File: src/rtl/cory_pipe.sv
// Elastic valid/ready pipeline of D stages with bubble collapse, flush and occupancy count.
// D=0 degenerates to a combinational passthrough.
module cory_pipe #(
  parameter int unsigned N  = 8,
  parameter int unsigned D  = 4,
  parameter int unsigned CW = 3
) (
  input  logic          clk,
  input  logic          reset_n,
  input  logic          i_a_valid,
  input  logic [N-1:0]  i_a,
  output logic          o_a_ready,
  output logic          o_z_valid,
  output logic [N-1:0]  o_z,
  input  logic          i_z_ready,
  input  logic          i_flush,
  output logic [CW-1:0] o_cnt
);

  generate
    if (D == 0) begin : g_pass
      // No state: clock and reset are intentionally unused here.
      logic unused_clk_rst;
      assign unused_clk_rst = clk ^ reset_n;

      assign o_z       = i_a;
      assign o_z_valid = i_a_valid & ~i_flush;
      assign o_a_ready = i_z_ready & ~i_flush;
      assign o_cnt     = '0;
    end else begin : g_pipe
      logic [D-1:0]  v_q;
      logic [D-1:0]  v_d;
      logic [D-1:0]  v_in;
      logic [D-1:0]  en;
      logic [N-1:0]  data_q [D];
      logic [N-1:0]  d_in   [D];
      logic [CW-1:0] cnt_q;
      logic [CW-1:0] cnt_d;

      // Stage enables ripple back from the output so empty stages absorb stalls.
      always_comb begin
        en       = '0;
        en[D-1]  = ~v_q[D-1] | i_z_ready;
        for (int k = int'(D) - 2; k >= 0; k--) begin
          en[k] = ~v_q[k] | en[k+1];
        end
      end

      // Incoming valid per stage: i_a_valid feeds stage 0, stage k-1 feeds stage k.
      assign v_in = D'({v_q, i_a_valid});

      always_comb begin
        d_in[0] = i_a;
        for (int k = 1; k < int'(D); k++) begin
          d_in[k] = data_q[k-1];
        end
      end

      // Next valid bits and the occupancy they imply, registered alongside v_q.
      always_comb begin
        v_d   = i_flush ? '0 : ((en & v_in) | (~en & v_q));
        cnt_d = '0;
        for (int k = 0; k < int'(D); k++) begin
          cnt_d = cnt_d + CW'(v_d[k]);
        end
      end

      always_ff @(posedge clk or negedge reset_n) begin
        if (!reset_n) begin
          v_q   <= '0;
          cnt_q <= '0;
          for (int k = 0; k < int'(D); k++) begin
            data_q[k] <= '0;
          end
        end else begin
          v_q   <= v_d;
          cnt_q <= cnt_d;
          for (int k = 0; k < int'(D); k++) begin
            if (en[k] && v_in[k]) begin
              data_q[k] <= d_in[k];
            end
          end
        end
      end

      assign o_a_ready = en[0] & ~i_flush;
      assign o_z_valid = v_q[D-1] & ~i_flush;
      assign o_z       = data_q[D-1];
      assign o_cnt     = cnt_q;
    end
  endgenerate

endmodule

File: config.mk
export PLATFORM = sky130hd
export DESIGN_NAME = cory_pipe
export DESIGN_NICKNAME = d
export VERILOG_FILES = /design/src/rtl/cory_pipe.sv
export SDC_FILE = /design/constraint.sdc
export NUM_CORES = 1
export LEC_CHECK = 0
export ABC_CLOCK_PERIOD_IN_PS = 2100
export CORE_MARGIN = 2
export CORE_UTILIZATION = 46
export DETAILED_ROUTE_END_ITERATION = 10
export PLACE_DENSITY = 0.82
export RECOVER_POWER = 25
export SETUP_SLACK_MARGIN = 0.15
export SLEW_MARGIN = 20
export SYNTH_ARGS = -nofsm -noshare
export SYNTH_HDL_FRONTEND = slang
export SYNTH_SLANG_ARGS = --single-unit
File: constraint.sdc
create_clock -name clk -period 2.1 [get_ports clk]
set_input_delay 0.21 -clock clk [delete_from_list [all_inputs] [get_ports clk]]
set_output_delay 0.21 -clock clk [all_outputs]
set_load 0.01 [all_outputs]
==> flow_metrics.env, run 1 <==
export IMPL_synthTopCellsByArea="dfrtp_1 (64%), mux2_2 (23%), ha_1 (1.6%)"
export IMPL_hpwlAfterDp_um=1690
export IMPL_wl_um=2450
export IMPL_fp_dieH_um=61.8
export IMPL_diodes=0
export IMPL_synth_nets=114
export IMPL_period_needed_ps=1960
export IMPL_die_w_um=61.8
export IMPL_max_freq_mhz=510
export IMPL_postRouteAntennaNets=0
export IMPL_period_share_pct=93.4
export IMPL_drive_gt1_share_pct=43.0
export IMPL_antenna_found_initial=0
export IMPL_tightest_slew_ps=923
export IMPL_numPortBuffers=25
export IMPL_synth_top_area_share_pct=63.5
export IMPL_firstDrtPassIters=2
export IMPL_yosysTopAreaCell="dfrtp_1"
export IMPL_crit_slowest_cell="fa_1"
export IMPL_synth_most_common_cell="dfrtp_1"
export IMPL_yosysSeqAreaShare_pct=63.5
export IMPL_stdcell_count=186
export IMPL_start_util_pct=49.5
export IMPL_clock_latency_ps=330
export IMPL_synth_edf_count=0
export IMPL_viasPerCell=4.77
export IMPL_hold_viol=0
export IMPL_ys_warn_count=0
export IMPL_fin_skew_ps=4.71
export IMPL_fin_setup_tns_ps=0
export IMPL_core_area_sq_um=3100
export IMPL_post_route_util_pct=64.6
export IMPL_p_leak_nw=0.881
export IMPL_vias=888
export IMPL_ir_drop_mv=0.381
export IMPL_synth_avg_cell_area_sq_um=15.7
export IMPL_setup_viol=0
export IMPL_cts_max_path_buffers=2
export IMPL_worstPathArrival_ps=2200
export IMPL_gp_congestion=0.769
export IMPL_crit_top_cell="ha_4"
export IMPL_synth_seq_cells=39
export IMPL_synthDistinctLibCells=20
export IMPL_end_kind="flip-flop"
export IMPL_wl_per_cell_um=13.2
export IMPL_max_cap_viol_count=0
export IMPL_power_density_nw_per_um2=893
export IMPL_tritoncts="yes"
export IMPL_cts_max_level=2
export IMPL_crit_path_start_kind="primary input"
export IMPL_ys_top_cells_by_count="dfrtp_1 (39), mux2_2 (32), inv_1 (5), nor2_1 (3)"
export IMPL_maxSlewViolCount=0
export IMPL_cts_sinks=39
export IMPL_drtIter0Drc=11
export IMPL_cts_buffers=5
export IMPL_crit_fanout=2
export IMPL_grt_overflow=0
export IMPL_hp_class="primary input to flip-flop"
export IMPL_max_slew_margin_pct=38.5
export IMPL_dieArea_sq_um=3820
export IMPL_grt_pass1_wl_um=3970
export IMPL_status="completed"
export IMPL_required_ps=2340
export IMPL_grt_util_all_layers_pct=14.9
export IMPL_final_nets=157
export IMPL_crit_type="primary input to flip-flop"
export IMPL_ios=26
export IMPL_ctsRootBufferMaster="clkbuf_4"
export IMPL_grt_pass1_vias=870
export IMPL_ys_flop_type="dfrtp_1"
export IMPL_area_growth_pct=30.5
export IMPL_drc=0
export IMPL_post_place_cells=174
export IMPL_rsz0062_at_grt="yes"
export IMPL_syn_inst=98
export IMPL_netlist_area_sq_um=1540
export IMPL_total_power_w=0.00179
export IMPL_slowest_delay_ps=540
export IMPL_worstPathCellList="clkdlybuf4s50_1, and2b_1, a31oi_1, or2_4, fa_1, inv_2, ha_4, ha_4"
export IMPL_grt_max_degree=40
export IMPL_rows=20
export IMPL_path_clk_slew_ps=110
export IMPL_ys_async_sr_fraction_pct=100
==> layout by cell type (no fill, tap or decap), types with 2 or more instances in the layout <==
| cell type | netlist | routed |
|---|---|---|
| buf_4 | 0 | 11 |
| clkbuf_4 | 0 | 5 |
| clkdlybuf4s50_1 | 0 | 23 |
| dfrtp_1 | 39 | 39 |
| ha_4 | 0 | 2 |
| inv_1 | 5 | 4 |
| mux2_2 | 32 | 32 |
| nor2_1 | 3 | 3 |
| o21ai_2 | 2 | 2 |
==> final cells by class <==
cell class | instances | area, sq um
multi-input cells | 53 | 566
clock buffers | 6 | 41.3
fillers | 236 | 1100
inverters | 5 | 18.8
clock inverters | 2 | 12.5
flip-flops and latches | 39 | 976
repair buffers | 37 | 337
well taps | 44 | 55.1
==> flip-flops by register name (all words and copies together), names as in the netlist <==
signal / cells
o_z: 8
g_pipe.d_in: 24
g_pipe.v_q: 4
o_cnt: 3
==> where the power goes <==
group / switching, W / total (W) / internal, W
Sequential: 0.0000827 / 0.00100 / 0.000921
Combinational: 0.000142 / 0.000427 / 0.000286
Clock: 0.000231 / 0.000360 / 0.000129
Total: 0.000455 / 0.00179 / 0.00134
==> kinds of logic (layout without fill, tap and decap cells) <==
group	Yosys count	count (layout)	synth area share (%)
AOI/OAI and AO/OA	8	8	4.89
muxes	32	32	23.5
buffers and inverters	6	50	1.95
and+or+nand+nor	10	10	3.26
adders and majority gates	3	3	2.93
DFF	39	39	63.5
==> critical path: cells and delay by family <==
family,cells,cell delay [ps]
and+or+nand+nor,2,500
buffers and inverters,2,480
AOI/OAI and AO/OA,1,100
adders and majority gates,3,920
==> layer usage <==
metal	global-route usage, %	part of all wire (%)	vias up
met5	0	0	-
met4	6.38	1.7	0
met3	5.80	3.6	5
met2	22.7	51	18
met1	19.0	44	437
li1	-	-	428
==> final timing paths <==
kind                                     start              end  slack (ps)  cells past startpoint
worst max-delay path                 i_z_ready         o_cnt[1]         140                      8
worst min-delay path                    i_a[0]  g_pipe.d_in[16]         480                      2
worst max register to register   g_pipe.v_q[3]         o_cnt[1]         160                      7
worst min register to register  g_pipe.d_in[2]   g_pipe.d_in[2]         510                      1
max in group asynchronous              reset_n           o_z[7]        1000                      2
min in group asynchronous              reset_n    g_pipe.v_q[3]         530                      2
==> timing repair <==
action                     CTS  global route
gates resized for setup      2             5
pin swaps                    0             7
setup endpoints to repair    1             2
hold endpoints to repair    39             0
setup buffers                2             1
hold buffers                 1             0
==> through the flow <==
step / setup WS [ps] / instance area, sq um / hold slack, ps
after floorplan: 166 / 1540 / -85.6
after global placement: -182 / 1890 / 335
after detailed placement: -252 / 1890 / 355
after CTS: 115 / 1970 / 463
after global routing: 63.4 / 2010 / 446
final: 138 / 2010 / 478
Power figures use the tool's default switching activity.
==> inputs of run 2 (changes only) <==
--- a/config.mk
+++ b/config.mk
@@ -9,6 +9,7 @@
 export CORE_MARGIN = 2
 export CORE_UTILIZATION = 46
 export DETAILED_ROUTE_END_ITERATION = 10
+export GPL_ROUTABILITY_DRIVEN = 0
 export PLACE_DENSITY = 0.82
 export RECOVER_POWER = 25
 export SETUP_SLACK_MARGIN = 0.15
==> results of run 2 <==
Same layout as run 1: the final DEF is identical, and so are final timing and power.
==> inputs of run 3 (changes only) <==
--- a/config.mk
+++ b/config.mk
@@ -8,12 +8,14 @@
 export ABC_CLOCK_PERIOD_IN_PS = 2100
 export CORE_MARGIN = 2
 export CORE_UTILIZATION = 46
+export CTS_CLUSTER_DIAMETER = 40
 export DETAILED_ROUTE_END_ITERATION = 10
 export GPL_ROUTABILITY_DRIVEN = 0
-export PLACE_DENSITY = 0.82
+export PLACE_DENSITY_LB_ADDON = 0.12
 export RECOVER_POWER = 25
 export SETUP_SLACK_MARGIN = 0.15
 export SLEW_MARGIN = 20
 export SYNTH_ARGS = -nofsm -noshare
 export SYNTH_HDL_FRONTEND = slang
 export SYNTH_SLANG_ARGS = --single-unit
+export TNS_END_PERCENT = 50
==> flow_metrics.env, run 3 (same netlist as run 1, synthesis figures left out) <==
export IMPL_vias=912
export IMPL_largest_register_ffs=24
export IMPL_worstPathArrival_ps=2200
export IMPL_setup_viol=0
export IMPL_hpwlAfterDp_um=1710
export IMPL_viasPerCell=4.75
export IMPL_path_clk_slew_ps=110
export IMPL_status="completed"
export IMPL_ctsRootBufferMaster="clkbuf_4"
export IMPL_r2r_start="g_pipe.v_q[1]"
export IMPL_drtIter0Drc=16
export IMPL_rows=20
export IMPL_die_w_um=61.8
export IMPL_max_cap_viol_count=0
export IMPL_cts_sinks=39
export IMPL_cts_buffers=5
export IMPL_pre_cts_ws_ps=-238
export IMPL_crit_path_start_kind="flip-flop"
export IMPL_grt_pass1_vias=934
export IMPL_rsz0062_at_grt="yes"
export IMPL_hp_start="i_a[4]"
export IMPL_p_leak_nw=0.949
export IMPL_tritoncts="yes"
export IMPL_fin_setup_tns_ps=0
export IMPL_wl_um=2590
export IMPL_reg2reg_depth=7
export IMPL_total_power_w=0.00196
export IMPL_end_kind="flip-flop"
export IMPL_fin_ws_ps=144
export IMPL_wl_per_cell_um=13.5
export IMPL_fp_dieH_um=61.8
export IMPL_fin_skew_ps=9.13
export IMPL_stdcell_count=192
export IMPL_grt_pass1_wl_um=4260
export IMPL_fillCellCount=261
export IMPL_ir_drop_mv=0.569
export IMPL_layout_common_cells="dfrtp_1 (38), mux2_2 (32), clkdlybuf4s50_1 (23), buf_4 (17)"
export IMPL_final_nets=163
export IMPL_crit_start="g_pipe.v_q[1]"
export IMPL_cts_max_level=2
export IMPL_tightest_slew_ps=922
export IMPL_dieArea_sq_um=3820
export IMPL_core_area_sq_um=3100
export IMPL_hp_class="primary input to flip-flop"
export IMPL_firstDrtPassIters=4
export IMPL_ios=26
export IMPL_power_density_nw_per_um2=937
export IMPL_cts_max_path_buffers=2
export IMPL_hold_viol=0
export IMPL_max_slew_margin_pct=38.6
export IMPL_diodes=0
export IMPL_grt_overflow=0
export IMPL_postRouteAntennaNets=0
export IMPL_period_share_pct=93.1
export IMPL_numPortBuffers=25
export IMPL_antenna_found_initial=0
export IMPL_grt_util_all_layers_pct=16.3
export IMPL_crit_fanout=3
export IMPL_period_needed_ps=1960
export IMPL_area_growth_pct=36.3
export IMPL_holdPathStages=2
export IMPL_grt_max_degree=40
export IMPL_drc=0
export IMPL_crit_type="flip-flop to flip-flop"
export IMPL_final_common_cell="dfrtp_1"
export IMPL_drive_gt1_share_pct=47.3
export IMPL_maxSlewViolCount=0
export IMPL_start_util_pct=49.5
export IMPL_clock_latency_ps=350
export IMPL_post_place_cells=174
export IMPL_required_ps=2340
export IMPL_max_freq_mhz=511
==> run 3: cell types whose count changed in the layout (fill, tap and decap cells not counted), sizes merged <==
cell and change:
dlygate4sd2 -1, dlymetal6s2s +1, clkinvlp -1, bufinv +1, buf +6
==> run 3: timing repair <==
action | 4_1_cts | 5_1_grt
setup endpoints to repair | 2 | 3
buffers inserted | 3 | 6
hold endpoints to repair | 39 | 0
resized for setup | 2 | 7
hold buffers | 1 | 0
pin swaps | 4 | 5
==> run 3: metrics by stage <==
step	instance area, sq um	utilization, %	hold WS, ps
floorplan	1540	-	-85.6
global placement	1890	60.9	341
detailed placement	1890	60.9	358
CTS	2010	64.9	450
global route	2090	67.5	446
finish	2090	67.5	463
==> run 3: area by class of cell <==
type	instances	area (sq um)	area share, %
clock inverters	2	35.0	1.67
inverters	5	18.8	0.896
multi-input cells	53	572	27.3
clock buffers	6	51.3	2.45
flip-flops and latches	39	977	46.7
well taps	44	55.1	2.63
repair buffers	43	385	18.4
==> run 3: final timing paths <==
check	endpoint	slack (ps)
max	o_cnt[1]	140
min	g_pipe.d_in[20]	460
max reg2reg	o_cnt[1]	140
min reg2reg	g_pipe.d_in[16]	510
max in group asynchronous	g_pipe.v_q[2]	950
min in group asynchronous	g_pipe.v_q[1]	530
==> run 3: critical path, stage by stage, from the launching register on <==
cell	delay [ps]
dfrtp_1	440
buf_4	160
a31oi_2	90
or2_4	240
fa_1	470
inv_1	40
ha_2	180
ha_4	230
==> run 3: power by group <==
part	internal (W)	leakage [nW]	switching [W]
logic	0.000291	0.427	0.000144
clock network	0.000281	0.0482	0.000241
registers	0.000921	0.474	0.0000834
total	0.00149	0.949	0.000469
==> run 3: per-layer routing <==
layer	GRT usage, %	up-vias	share of wire [%]
met3	7.45	7	5.7
met1	20.4	436	45
met5	0	-	0
met2	24.4	31	47
li1	-	438	-
met4	6.99	0	2.3
